--- src/rtl/srconv_pkg.sv ---
// Shared definitions for the sample-rate converter phase control.
package srconv_pkg;

  localparam int unsigned FRAC_W_DEF = 12;
  localparam int unsigned INT_W_DEF  = 2;
  localparam int unsigned CNT_W_DEF  = 16;

  typedef enum logic [1:0] {
    IDLE    = 2'd0,
    CONSUME = 2'd1,
    EMIT    = 2'd2
  } state_t;

endpackage

--- src/rtl/phase_accumulator.sv ---
// Fractional phase accumulator: tracks the interpolation phase (mu) and
// how many input samples must be consumed before each output point.
module phase_accumulator
  import srconv_pkg::*;
#(
  parameter int unsigned FRAC_W = FRAC_W_DEF,
  parameter int unsigned INT_W  = INT_W_DEF,
  parameter int unsigned CNT_W  = CNT_W_DEF
) (
  input  logic                    clk,
  input  logic                    rst_n,
  input  logic                    en,
  input  logic [INT_W+FRAC_W-1:0] cfg_ratio,
  input  logic                    cfg_load,
  input  logic                    in_valid,
  output logic                    in_ready,
  output logic                    out_valid,
  input  logic                    out_ready,
  output logic [FRAC_W-1:0]       mu,
  output logic [CNT_W-1:0]        out_cnt
);

  localparam int unsigned RATIO_W = INT_W + FRAC_W;
  localparam int unsigned SUM_W   = RATIO_W + 1;
  localparam int unsigned OWE_W   = INT_W + 1;

  state_t              state;
  state_t              state_nxt;
  logic [RATIO_W-1:0]  ratio;
  logic [RATIO_W-1:0]  ratio_nxt;
  logic [FRAC_W-1:0]   frac;
  logic [FRAC_W-1:0]   frac_nxt;
  logic [OWE_W-1:0]    owe;
  logic [OWE_W-1:0]    owe_nxt;
  logic [CNT_W-1:0]    cnt;
  logic [CNT_W-1:0]    cnt_nxt;
  logic [SUM_W-1:0]    sum;
  logic [OWE_W-1:0]    sum_int;
  logic                in_xfer;
  logic                out_xfer;

  // Handshakes are gated by en so nothing can transfer while disabled
  assign in_ready  = (state == CONSUME) && en;
  assign out_valid = (state == EMIT) && en;
  assign mu        = (state == EMIT) ? frac : '0;
  assign out_cnt   = cnt;
  assign in_xfer   = in_valid && in_ready;
  assign out_xfer  = out_valid && out_ready;

  // Phase adder, one bit wider than the ratio so the carry is never lost
  assign sum     = SUM_W'(frac) + SUM_W'(ratio);
  assign sum_int = sum[SUM_W-1:FRAC_W];

  // State register and phase/count storage
  always_ff @(posedge clk or negedge rst_n) begin
    if (!rst_n) begin
      state <= IDLE;
      ratio <= '0;
      frac  <= '0;
      owe   <= '0;
      cnt   <= '0;
    end else begin
      state <= state_nxt;
      ratio <= ratio_nxt;
      frac  <= frac_nxt;
      owe   <= owe_nxt;
      cnt   <= cnt_nxt;
    end
  end

  // Next-state and datapath update
  always_comb begin
    state_nxt = state;
    ratio_nxt = ratio;
    frac_nxt  = frac;
    owe_nxt   = owe;
    cnt_nxt   = cnt;
    case (state)
      IDLE: begin
        if (cfg_load) begin
          ratio_nxt = cfg_ratio;
        end
        // A zero ratio would never produce an input request, so hold off
        if (en && (ratio != '0)) begin
          state_nxt = CONSUME;
          frac_nxt  = '0;
          owe_nxt   = OWE_W'(1);
        end
      end
      CONSUME: begin
        if (!en) begin
          state_nxt = IDLE;
          frac_nxt  = '0;
          owe_nxt   = '0;
        end else if (in_xfer) begin
          owe_nxt = owe - OWE_W'(1);
          if (owe <= OWE_W'(1)) begin
            owe_nxt   = '0;
            state_nxt = EMIT;
          end
        end
      end
      EMIT: begin
        if (!en) begin
          state_nxt = IDLE;
          frac_nxt  = '0;
          owe_nxt   = '0;
        end else if (out_xfer) begin
          frac_nxt  = sum[FRAC_W-1:0];
          owe_nxt   = sum_int;
          cnt_nxt   = cnt + CNT_W'(1);
          // No whole input owed means another point from the same sample
          state_nxt = (sum_int == '0) ? EMIT : CONSUME;
        end
      end
      default: begin
        state_nxt = IDLE;
        frac_nxt  = '0;
        owe_nxt   = '0;
      end
    endcase
  end

endmodule
--- config.mk ---
export PLATFORM = sky130hd
export DESIGN_NAME = phase_accumulator
export DESIGN_NICKNAME = d
export VERILOG_FILES = /design/src/rtl/srconv_pkg.sv /design/src/rtl/phase_accumulator.sv
export SDC_FILE = /design/constraint.sdc
export NUM_CORES = 1
export LEC_CHECK = 0
export BUFFER_PORTS_ARGS = -buffer_cell sky130_fd_sc_hd__buf_4
export CAP_MARGIN = 20
export CORE_MARGIN = 3
export CORE_UTILIZATION = 48
export DETAILED_ROUTE_END_ITERATION = 6
export GPL_TIMING_DRIVEN = 0
export PLACE_DENSITY = 0.7
export SLEW_MARGIN = 10
export SYNTH_ARGS = -nofsm -noshare
export SYNTH_HDL_FRONTEND = slang
export SYNTH_SLANG_ARGS = --single-unit
--- constraint.sdc ---
create_clock -name clk -period 2.7 [get_ports clk]
set_input_delay 0.135 -clock clk [delete_from_list [all_inputs] [get_ports clk]]
set_output_delay 0.135 -clock clk [all_outputs]
set_load 0.02 [all_outputs]
After elaboration in Yosys (flattened, before gate mapping)
Cells that the tools add are included.
{ "totals": {"reg_bits": 47, "elab_cells": 50, "output_inout_bits": 30} }
{ "op_classes": {"muxes": 21, "n_lt_le_gt_ge": 1, "n_eq_ne": 7, "reduce_logical": 13, "n_addsub": 3} }
{ "op_table": {"columns": ["operator", "n"], "rows": [
  ["12-bit two-way mux", 5],
  ["12-bit case mux with 3 select lines", 1],
  ["3-bit two-way mux", 6],
  ["16-bit by 1-bit adder with 16-bit output, second input constant", 1],
  ["12-bit by 14-bit adder with 15-bit output", 1],
  ["2-bit two-way mux", 7],
  ["14-bit nonzero test", 1],
  ["3-bit case mux with 3 select lines", 1],
  ["3-bit AND reduction", 3],
  ["3-bit != test, second input constant", 2],
  ["2-bit case mux with 3 select lines", 1],
  ["1-bit logical AND", 5],
  ["2-bit != test, second input constant", 2],
  ["4-bit AND reduction", 1],
  ["3-bit by 1-bit less-or-equal comparator with 1-bit output, second input constant", 1],
  ["3-bit zero test", 1],
  ["3-bit by 2-bit != test with 1-bit output, second input constant", 1],
  ["3-bit by 1-bit subtractor with 3-bit output, second input constant", 1],
  ["2-bit by 1-bit equality test with 1-bit output, second input constant", 1],
  ["2-bit equality test, second input constant", 1],
  ["2-bit zero test", 1],
  ["2-bit AND reduction", 1]
]} }

Logic depth before layout (Yosys ltp)
{ "logic_depth": {"ltp_word": 6, "mapped_depth": 10, "ltp_nobuf": 10} }

Worst setup path after synthesis
No wires, ideal clock.
{ "synth_path": {"path_kind": "register to register", "start": "register ratio[0]", "end": "register state[0]", "arrival_time_ns": 2.262, "period_less_slack_ns": 2.400, "path_slack_ns": 0.300, "t_required_ns": 2.562, "path_stages_with_launch": 11, "path_cell_list": "dfrtp_1 ha_1 inv_1 fa_1 and2b_2 o2111ai_2 a211o_1 a211oi_2 o311ai_1 a21oi_1 o221ai_1"} }
{ "synth_via": {"elab_chain_len": 6} }
{ "synth_rtl": {"columns": ["item", "line_no", "text"], "rows": [
  ["from (decl)", "phase_accumulator.sv:29", "logic [RATIO_W-1:0] ratio;"],
  ["from (signal assigned)", "phase_accumulator.sv:64", "ratio <= ratio_nxt;"],
  ["12-bit by 14-bit adder with 15-bit output", "phase_accumulator.sv:51", "assign sum = SUM_W'(frac) + SUM_W'(ratio);"],
  ["3-bit zero test", "phase_accumulator.sv:113", "state_nxt = (sum_int == '0) ? EMIT : CONSUME;"],
  ["2-bit two-way mux", "phase_accumulator.sv:113", null],
  ["2-bit two-way mux", "phase_accumulator.sv:108", "end else if (out_xfer) begin"],
  ["2-bit two-way mux", "phase_accumulator.sv:104", "if (!en) begin"],
  ["2-bit case mux with 3 select lines", "phase_accumulator.sv:78", "case (state)"],
  ["to (signal assigned)", "phase_accumulator.sv:63", "state <= state_nxt;"],
  ["to (decl)", "phase_accumulator.sv:27", "state_t state;"]
]} }
Parallel ways exist; a longest one is shown, timed or not. The select of a mux whose other input is x is not followed.
A chain may end at the register's enable or synchronous reset.

Final worst setup path
{ "layout_path": {"start": "register ratio[0]", "end": "register state[1]"} }
Same word-level chain as after synthesis.

==> out/metrics.csv <==
metric;value;unit
outcome;completed;
drt total wl;6240;microns
DIE WIDTH;81.8;microns
dominant cell type by area after synthesis;dfrtp_1;
cell chain of the critical path;ha_4, inv_2, fa_2, and2b_2, o2111ai_2, a211o_1, a211oi_4, o311ai_2, a21oi_2, a22o_1;
total gr overflow;0;
Syn Inst Count;278;
crit path launch type;flop;
port bufs;49;
insertion delay to the later sink of the worst-skew pair;0.30;ns
Fin. Hold Viols;0;
Final setup viols;0;
clock share of power;20.5;%
initial antenna violation count;0;
worst setup margin;0.105;ns
fill count;483;
CP Capture Point;state[1];
Worst path max stage delay;0.43;ns
RSZ-0062 raised after global routing;true;
Max VDD drop;0.385;mV
Primary FF master, synth;dfrtp_1;
Hold WS;0.0582;ns
global-route wire length before repair;10500;microns
number of max-cap violations;0;
CP Max Fanout;3;
clock buffer depth;2;
Post-synth top cells;dfrtp_1, nand2_1, and2_1, ha_1, xnor2_1;
Iter 0 DRT Violations;138;
Rows;26;
Hold WC Path Type;in2reg;
ant diodes;0;
GRT Resource Usage Total;20.5;%
Die ar.;6690;sq um
Synth cell types;51;
cell area after layout;3400;sq um
slew of the pin with the lowest slew margin;0.602;ns
CP required;2.94;ns
die height;81.8;microns
Critical path buffers and inverters;1;
top-area cell type share of the netlist area;42.6;%
number of vias per cell;5.41;
most common cell in the netlist;dfrtp_1;
Placement Setup Slack;-0.146;ns
crit path launch;ratio[0];
Vias;2209;
First-pass DRT Iterations;4;
number of flops mapped to enable cells by yosys;0;
final core occ;63.7;%
synthesized flop and latch total;47;
vias in the first global route;2203;
Crit path depth;10;
DRC Markers;0;
Pins Over Slew Limit;0;
Syn Nets;314;
R2R Path Start;ratio[0];
reg-to-reg endpoint;state[1];
GPL Wtd Cong;0.841;
sequential share of power;39.0;%
warning count from the yosys run;0;
net switching power of the design;995;uW
Clock Skews;0.00761;ns
largest net degree at the start of global routing;48;
largest delay contributor family on the critical path;compound AO/OA/AOI/OAI gates;
clk slew on worst S/H paths;0.09;ns
routed wire length per instance;15.3;microns
CP Capture Type;flop;
Int Power;1.64;mW
Core Footprint;5340;sq um
antenna-violating nets left;0;
CTS Sinks;47;
Worst R2R Setup Slack;0.10;ns
CTS Buf Count;5;
mapped cell area;2760;sq um
top cells by area, synth;dfrtp_1, ha_1, mux2_2, xnor2_1, nand2_1;
CP max stage cell;dfrtp_1;
total chip power;2.64;mW
fin crit share;96.1;%
layout cell share with drive strength beyond 1;27.8;%
area grow syn2layout;23.1;%
Slew Limit Headroom;59.9;%
Pwr Density;777;nW/um^2
clock root buffer master;clkbuf_8;
Initial Util;51.7;%
post-synthesis async set-or-reset flop share;100;%
H-tree lvl count;2;
fin crit period;2.60;ns
Post-Synthesis Mean Instance Area;9.92;sq um
Crit Path Class;reg2reg;
Area after DPL;3210;sq um
fmax;385;MHz
dpl hpwl;4530;microns
IO Pins;50;
final net count;373;
worst reg2reg path depth;10;
sequential cell area fraction in the yosys report;42.6;%
sw frac;37.7;%
CTS tree;done;
LEAKAGE;1.63;nW
Gate power share;40.5;%
Crit path arrival time;2.84;ns
==> power by group through the flow <==
| stage | clock network, mW | registers, mW | logic (mW) |
|---|---|---|---|
| 4_1_cts | 0.552 | 1.03 | 1.04 |
| 6_report | 0.542 | 1.03 | 1.07 |
| 5_1_grt | 0.590 | 1.06 | 1.21 |
| 3_5_place_dp | 0 | 1.04 | 1.01 |
| 3_3_place_gp | 0 | 1.03 | 0.992 |
| 2_1_floorplan | 0 | 1.00 | 0.763 |
==> through the flow <==
step | cells | TNS [ns]
6_report | 408 | 0
5_1_grt | 408 | -0.0790
4_1_cts | 407 | 0
3_5_place_dp | 397 | -0.257
3_3_place_gp | 397 | -0.182
2_1_floorplan | 278 | 0
==> worst reg2reg max path, delay by kind of cell, from the launching register on <==
family | cells | cell delay (ns)
buf+inv | 1 | 0.04
compound gates | 6 | 1.34
fa+ha+maj | 2 | 0.50
flops | 1 | 0.43
simple gates | 1 | 0.25
==> layer usage <==
metal | up-vias | routed length (microns) | GRT usage [%]
met1 | 1070 | 2880 | 27.9
met5 | - | 0 | 0
met4 | 0 | 58 | 6.15
li1 | 1086 | - | -
met3 | 6 | 302 | 3.62
met2 | 47 | 3000 | 33.5
==> registers in the layout (all words and copies together) (netlist names) <==
name and flops:
ratio 14, owe 3, frac 12, out_cnt 16, state 2
==> worst min-delay path by stage <==
| stage | from | slack, ns | cells past startpoint | endpoint |
|---|---|---|---|---|
| floorplan | rst_n | -0.16 | 0 | frac[0] |
| global placement | rst_n | 0.18 | 1 | ratio[4] |
| detailed placement | rst_n | 0.19 | 1 | ratio[2] |
| CTS | cfg_ratio[1] | 0.06 | 3 | ratio[1] |
| global route | cfg_ratio[6] | 0.06 | 2 | ratio[6] |
| finish | cfg_ratio[1] | 0.06 | 3 | ratio[1] |
==> final cells by class <==
class | count | area [sq um] | area share, %
repair buffers | 52 | 393 | 11.6
multi-input cells | 212 | 1540 | 45.2
flip-flops and latches | 47 | 1180 | 34.6
inverters | 10 | 37.5 | 1.10
clock inverters | 2 | 35.0 | 1.03
plain buffers | 9 | 50.0 | 1.47
clock buffers | 6 | 82.6 | 2.43
well taps | 70 | 87.6 | 2.58
==> layout by cell type, fill, tap and decap left out, types with 2 or more instances in the layout <==
master and count:
or2b_2 2, o21ai_0 14, nand3_1 8, a211o_1 3, nor4_1 3, o31ai_2 2, a21oi_1 13, nand2b_1 3
inv_1 9, a31oi_1 2, nor2_1 12, a21o_1 5, clkbuf_1 5, nand2_1 33, clkbuf_8 7, a22o_1 2
buf_2 2, dfrtp_1 47, and2b_2 2, nor2b_1 4, xor2_1 10, nor3b_1 2, ha_1 14, o31ai_1 4
xnor2_1 15, and3_1 2, nand4_1 3, mux2_2 12, and3_2 2, and2_1 15, o22ai_1 2, buf_4 52
mux2i_1 2, o21ai_1 2
==> logic make-up (layout without fill, tap and decap cells) <==
group	Yosys count	count (layout)	synth area share, %
and+or+nand+nor	96	96	17.9
AOI/OAI and AO/OA	61	61	15.2
DFF	47	47	42.6
xor gates and xnor gates	25	25	7.94
buffers and inverters	19	79	3.17
adders and majority gates	16	16	7.53
muxes	14	14	5.62
==> timing repair <==
action,in CTS,in global routing
pin swaps,3,5
setup endpoints to repair,2,3
buffers inserted,1,1
resized for setup,2,6
hold buffers,1,0
cloned,0,0
endpoints found under the hold margin,47,0
No activity file was read; power rests on OpenSTA's default activity.
